$ cat src/rtl/acc_serializer.sv
// acc_serializer: parallel-in, serial-out transmitter for the MAC result path.
// Captures one WIDTH-bit word over a valid/ready load port and sends it MSB-first,
// one bit per accepted beat, with an optional trailing odd-parity beat.
module acc_serializer #(
  parameter int unsigned WIDTH     = 16,
  parameter bit          PARITY_EN = 1'b0
) (
  input  logic             clk,
  input  logic             rst_n,
  input  logic             load_valid,
  output logic             load_ready,
  input  logic [WIDTH-1:0] load_data,
  output logic             ser_valid,
  input  logic             ser_ready,
  output logic             ser_data,
  output logic             ser_last,
  output logic             busy
);

  localparam int unsigned     CntW   = $clog2(WIDTH);
  localparam logic [CntW-1:0] CntMax = CntW'(WIDTH - 1);

  typedef enum logic [1:0] {
    StIdle   = 2'd0,
    StData   = 2'd1,
    StParity = 2'd2
  } state_e;

  state_e           r_state;
  logic [WIDTH-1:0] r_shreg;
  logic [CntW-1:0]  r_cnt;
  logic             r_par;

  logic w_beat;
  logic w_last_beat;
  logic w_load;

  // Output decode from state; load_ready also opens on the accepted final beat
  // so a new frame can follow with no bubble. Gated by rst_n so it stays low in reset.
  always_comb begin
    ser_valid = (r_state != StIdle);
    ser_data  = 1'b0;
    ser_last  = 1'b0;
    unique case (r_state)
      StData: begin
        ser_data = r_shreg[WIDTH-1];
        ser_last = (r_cnt == '0) && !PARITY_EN;
      end
      StParity: begin
        ser_data = r_par;
        ser_last = 1'b1;
      end
      default: ;
    endcase
    busy        = ser_valid;
    w_beat      = ser_valid && ser_ready;
    w_last_beat = w_beat && ser_last;
    load_ready  = rst_n && ((r_state == StIdle) || w_last_beat);
    w_load      = load_valid && load_ready;
  end

  // Frame FSM: a load (only possible in the ready window) overrides the beat update;
  // otherwise an accepted beat shifts the word and walks the counter down to zero.
  always_ff @(posedge clk or negedge rst_n) begin
    if (!rst_n) begin
      r_state <= StIdle;
      r_shreg <= '0;
      r_cnt   <= '0;
      r_par   <= 1'b0;
    end else if (w_load) begin
      r_shreg <= load_data;
      r_cnt   <= CntMax;
      r_par   <= ~^load_data;
      r_state <= StData;
    end else if (w_beat) begin
      if (r_state == StData) begin
        r_shreg <= {r_shreg[WIDTH-2:0], 1'b0};
        if (r_cnt == '0) begin
          // Counter holds at zero; the state change ends the data phase.
          r_state <= PARITY_EN ? StParity : StIdle;
        end else begin
          r_cnt <= r_cnt - CntW'(1);
        end
      end else begin
        r_state <= StIdle;
      end
    end
  end

endmodule

$ cat config.mk
export PLATFORM = sky130hd
export DESIGN_NAME = acc_serializer
export DESIGN_NICKNAME = d
export VERILOG_FILES = /design/src/rtl/acc_serializer.sv
export SDC_FILE = /design/constraint.sdc
export NUM_CORES = 1
export LEC_CHECK = 0
export CORE_MARGIN = 10
export CORE_UTILIZATION = 54
export DETAILED_ROUTE_END_ITERATION = 10
export PLACE_DENSITY = 0.81
export SLEW_MARGIN = 20
export SYNTH_ARGS = -nofsm -noshare
export SYNTH_HDL_FRONTEND = slang
export SYNTH_SLANG_ARGS = --single-unit
$ cat constraint.sdc
create_clock -name clk -period 3 [get_ports clk]
set_clock_uncertainty 0.15 [all_clocks]
set_input_delay 0.6 -clock clk [delete_from_list [all_inputs] [get_ports clk]]
set_output_delay 0.6 -clock clk [all_outputs]
set_load 0.02 [all_outputs]
# Word-level counts from Yosys, hierarchy flattened
# Cells that the tools add are included.
classes:
  n_eq_ne: 4
  n_reduce_logical: 14
  n_mux: 13
  n_addsub: 1
ops:
  columns: ["cell", "count"]
  rows:
  - ["$mux W16", 3]
  - ["$mux W4", 4]
  - ["$reduce_xnor A16 Y1", 1]
  - ["$mux W2", 4]
  - ["$reduce_bool A2 Y1", 3]
  - ["$logic_and A1 B1 Y1", 4]
  - ["$logic_not A4 Y1", 1]
  - ["$pmux W1 S2", 2]
  - ["$reduce_and A2 Y1", 2]
  - ["$sub A4 B1 Y4 const B", 1]
  - ["$ne A3 B2 Y1 const B", 1]
  - ["$reduce_and A3 Y1", 1]
  - ["$eq A2 B1 Y1 const B", 1]
  - ["$eq A2 B2 Y1 const B", 1]
  - ["$logic_not A2 Y1", 1]
  - ["$ne A2 B2 Y1 const B", 1]
  - ["$logic_or A1 B1 Y1", 1]
totals:
  reg_bits: 23
  input_bits: 20
  wordCells: 36

# Longest topological paths before layout
logic_depth:
  ltp_word: 8
  depth_mapped: 7
  mapped_depth_nobuf: 5

# Worst setup path after synthesis
# No wires, ideal clock.
synth_path:
  path_kind: "register to output"
  startpoint: "register r_cnt[0]"
  endpoint: "output ser_last"
  n_path_buf: 0
  path_stages_with_launch: 5
  t_required_ns: 2.250
  t_arrival_ns: 1.168
  slack_ns: 1.082
  path_cell_list: "dfrtp_1 inv_1 ha_1 nor3b_2 and2_1"
synth_via:
  elab_chain_cells: 2
synth_rtl:
  columns: ["element", "line", "rtl"]
  rows:
  - ["start, declared", "31", "logic [CntW-1:0] r_cnt;"]
  - ["start signal, assigned", "72", "r_cnt <= CntMax;"]
  - ["start signal, assigned", "82", "r_cnt <= r_cnt - CntW'(1);"]
  - ["$logic_not A4 Y1", "47", "ser_last = (r_cnt == '0) && !PARITY_EN;"]
  - ["$pmux W1 S2", "44", "unique case (r_state)"]
  - ["end, declared", "16", "output logic ser_last,"]
# Every way passes these cells.

# Final worst setup path
layout_path:
  startpoint: "input ser_ready"
  endpoint: "output load_ready"
layout_via:
  elab_chain_cells: 4
layout_rtl:
  columns: ["element", "line", "rtl"]
  rows:
  - ["start, declared", "14", "input logic ser_ready,"]
  - ["$logic_and A1 B1 Y1", "56", "w_beat = ser_valid && ser_ready;"]
  - ["$logic_and A1 B1 Y1", "57", "w_last_beat = w_beat && ser_last;"]
  - ["$logic_or A1 B1 Y1", "58", "load_ready = rst_n && ((r_state == StIdle) || w_last_beat);"]
  - ["$logic_and A1 B1 Y1", "58", null]
  - ["end, declared", "11", "output logic load_ready,"]
# Every way passes these cells.

==> qor.yml <==
wl_per_cell_um: 14.55
pwr-share-seq_pct: 46.9
wirelength_mm: 2.154
wl_met3_um: 153
cp_cell_sequence: "clkdlybuf4s50_1 -> nand4bb_1 -> nand2_1 -> and2_1 -> clkdlybuf4s50_1"
hold_violations: 0
fp.dieH_um: 67.21
crit_required_ns: 2.25
cts_sinks: 21
rows: 17
yosysTopAreaCell: "dfrtp_1"
ys_seq_area_share_pct: 43.66
ys_types: 30
wl_met2_um: 934
dr.first_iter.drc_count: 31
nets: 143
ys.flop_type: "dfrtp_1"
cpMostUsedCell: "clkdlybuf4s50_1"
grtUsageTotal_pct: 10.45
synthArstFlopShare_pct: 100.0
boundaryPins: 25
drtPass1Iterations: 4
fill_cells: 185
numPlacedInstances: 144
swShare_pct: 30.56
most-common-layout-cells: "clkdlybuf4s50_1 (24), dfrtp_1 (21), mux2_1 (13), mux2_4 (9), mux2_2 (8)"
final_common_cell: "clkdlybuf4s50_1"
p_switching_mw: 0.2929
htreeDepth: 1
cp_slowest_cell: "clkdlybuf4s50_1"
path_buf_inv: 2
syn_to_final_growth_pct: 22.77
cp-start-kind: "input pin"
period_needed_ns: 2.814
viasPerCell: 5.176
powerDensity_nw_per_um2: 648.6
pwr-share-comb_pct: 39.0
synth_area_leaders: "dfrtp_1 (44%), mux2_1 (12%), mux2_4 (11%)"
ctsHoldBuffers: 0
drv_cap: 0
end_kind: "output pin"
critPathTopFamily: "buffers and inverters"
drive_above_1_share_pct: 23.33
syn-cell-area_um2: 1204
p_int_mw: 0.6656
first_global_vias: 862
syn_inst: 95
dieArea_um2: 4517
post_cts_buffers: 0
cp_max_fo: 2
initial_utilization_pct: 55.48
drc: 0
tns_ns: 0
clockBufferDepth: 2
grt_first_pass_wirelength_mm: 3.739
maxSlewHeadroom_pct: 47.69
rsz0062_at_grt: "no"
core_region_area_um2: 2170
cts_resized: 0
worstMarginPinSlew_ns: 0.7847
cts-root-buf: "clkbuf_4"
synth_top_area_share_pct: 43.66
path_class: "input pin to output pin"
slew_viol_final: 0
fmax_mhz: 355.3
antenna_found_initial: 0
cts_tree: "yes"
p_leak_nw: 0.7359
dp_hpwl_mm: 1.626
synth-edff-count: 0
ff_latch_area_um2: 525.5
gp_congestion: 0.8082
critPathMaxStageDelay_ns: 0.60
syn_nets: 117
ys_ff_latch: 21
worst_skew_pair.late_latency_ns: 0.30
stdcell_count: 148
worstHoldPathType: "input pin to async pin"
num_vias: 766
io_buffer_count: 24
clock_power_share_pct: 14.1
status: "finished, final reports clean"
cts_buffers: 3
postSynthAreaPerCell_um2: 12.67
period_share_pct: 93.81
n_antenna_cell: 0
die_x_um: 67.21
worstPathArrival_ns: 2.06
finalSetupViolCount: 0
grt_max_degree: 21
wl_met1_mm: 1.038
ir_worst_vdd_mv: 0.3760
grt_overflow: 0
clkSlewWorstSetupHoldPaths_ns: 0.12
drt.antenna.violating_nets: 0
yosys_warnings: 0
multi_input_comb_area_um2: 611.8
highest_layer: "met4"
## kinds of logic after synthesis
group                    Yosys count  share of synthesized area (%)
multiplexers                      32                          32.54
flip-flops                        21                          43.66
AND/OR/NAND/NOR                   20                          9.981
AO/OA/AOI/OAI                     10                          6.238
buffers and inverters             10                          5.508
adder cells (fa/ha/maj)            2                          2.079
## worst paths after layout
path | from | slack [ns] | cells past startpoint | end
max | ser_ready | 0.19 | 5 | load_ready
min | rst_n | 0.33 | 1 | r_cnt[2]$_DFFE_PN0P_
max reg2reg | r_cnt[0]$_DFFE_PN0P_ | 0.85 | 5 | r_shreg[7]$_DFFE_PN0P_
min reg2reg | r_shreg[0]$_DFFE_PN0P_ | 0.41 | 2 | r_shreg[0]$_DFFE_PN0P_
max in group asynchronous | rst_n | 1.89 | 2 | r_shreg[3]$_DFFE_PN0P_
min in group clk | r_shreg[0]$_DFFE_PN0P_ | 0.41 | 2 | r_shreg[0]$_DFFE_PN0P_
## through the flow
stage          hold WS (ns)  cell area, um2  utilization, %  setup WS (ns)  power, mW
3_5_place_dp         0.3961            1450           66.84         0.1911     0.8340
3_3_place_gp         0.3650            1450           66.84         0.2387     0.8153
4_1_cts              0.3185            1478           68.11         0.1824     0.9723
2_1_floorplan        0.1544            1204               -          1.082     0.7273
6_report             0.3269            1478           68.11         0.1858     0.9584
5_1_grt              0.3272            1478           68.11         0.1164      1.032
## flip-flops by register name, summed over array words and instances (netlist names)
signal	count
r_cnt	4
r_shreg	16
r_state	1
## routing by layer
metal  up-vias  track usage, %
li1        385               -
met1       356           13.32
met2        21           15.76
met3         4           2.975
met4         0           5.385
met5         -               0
## power groups by stage
stage          sequential, mW  combinational, mW  clock [mW]
4_1_cts                 0.450              0.379       0.143
5_1_grt                 0.465              0.411       0.156
6_report                0.450              0.374       0.135
3_3_place_gp            0.451              0.364           0
2_1_floorplan           0.435              0.292           0
3_5_place_dp            0.457              0.377           0
## area by class of cell
type                       instances  share of cell area [%]
tap                               28                   2.371
clock buffer                       3                   1.524
sequential                        21                   35.56
timing repair buffer              27                   17.78
clock inverter                     1                  0.3387
inverter                           4                   1.016
multi-input combinational         64                   41.41
## cell usage after synthesis (3+ instances only)
master and count:
dfrtp_1 21, nand2_1 7, mux2_1 13, mux2_4 9
mux2_2 8, and2_1 3, inv_1 4
## worst register-to-register path, stage by stage (launching register included)
cell	delay (ns)
dfrtp_1	0.42
inv_1	0.08
ha_1	0.23
nand4bb_1	0.13
a21o_1	0.65
mux2_1	0.39
(Power assumes the default switching activity.)
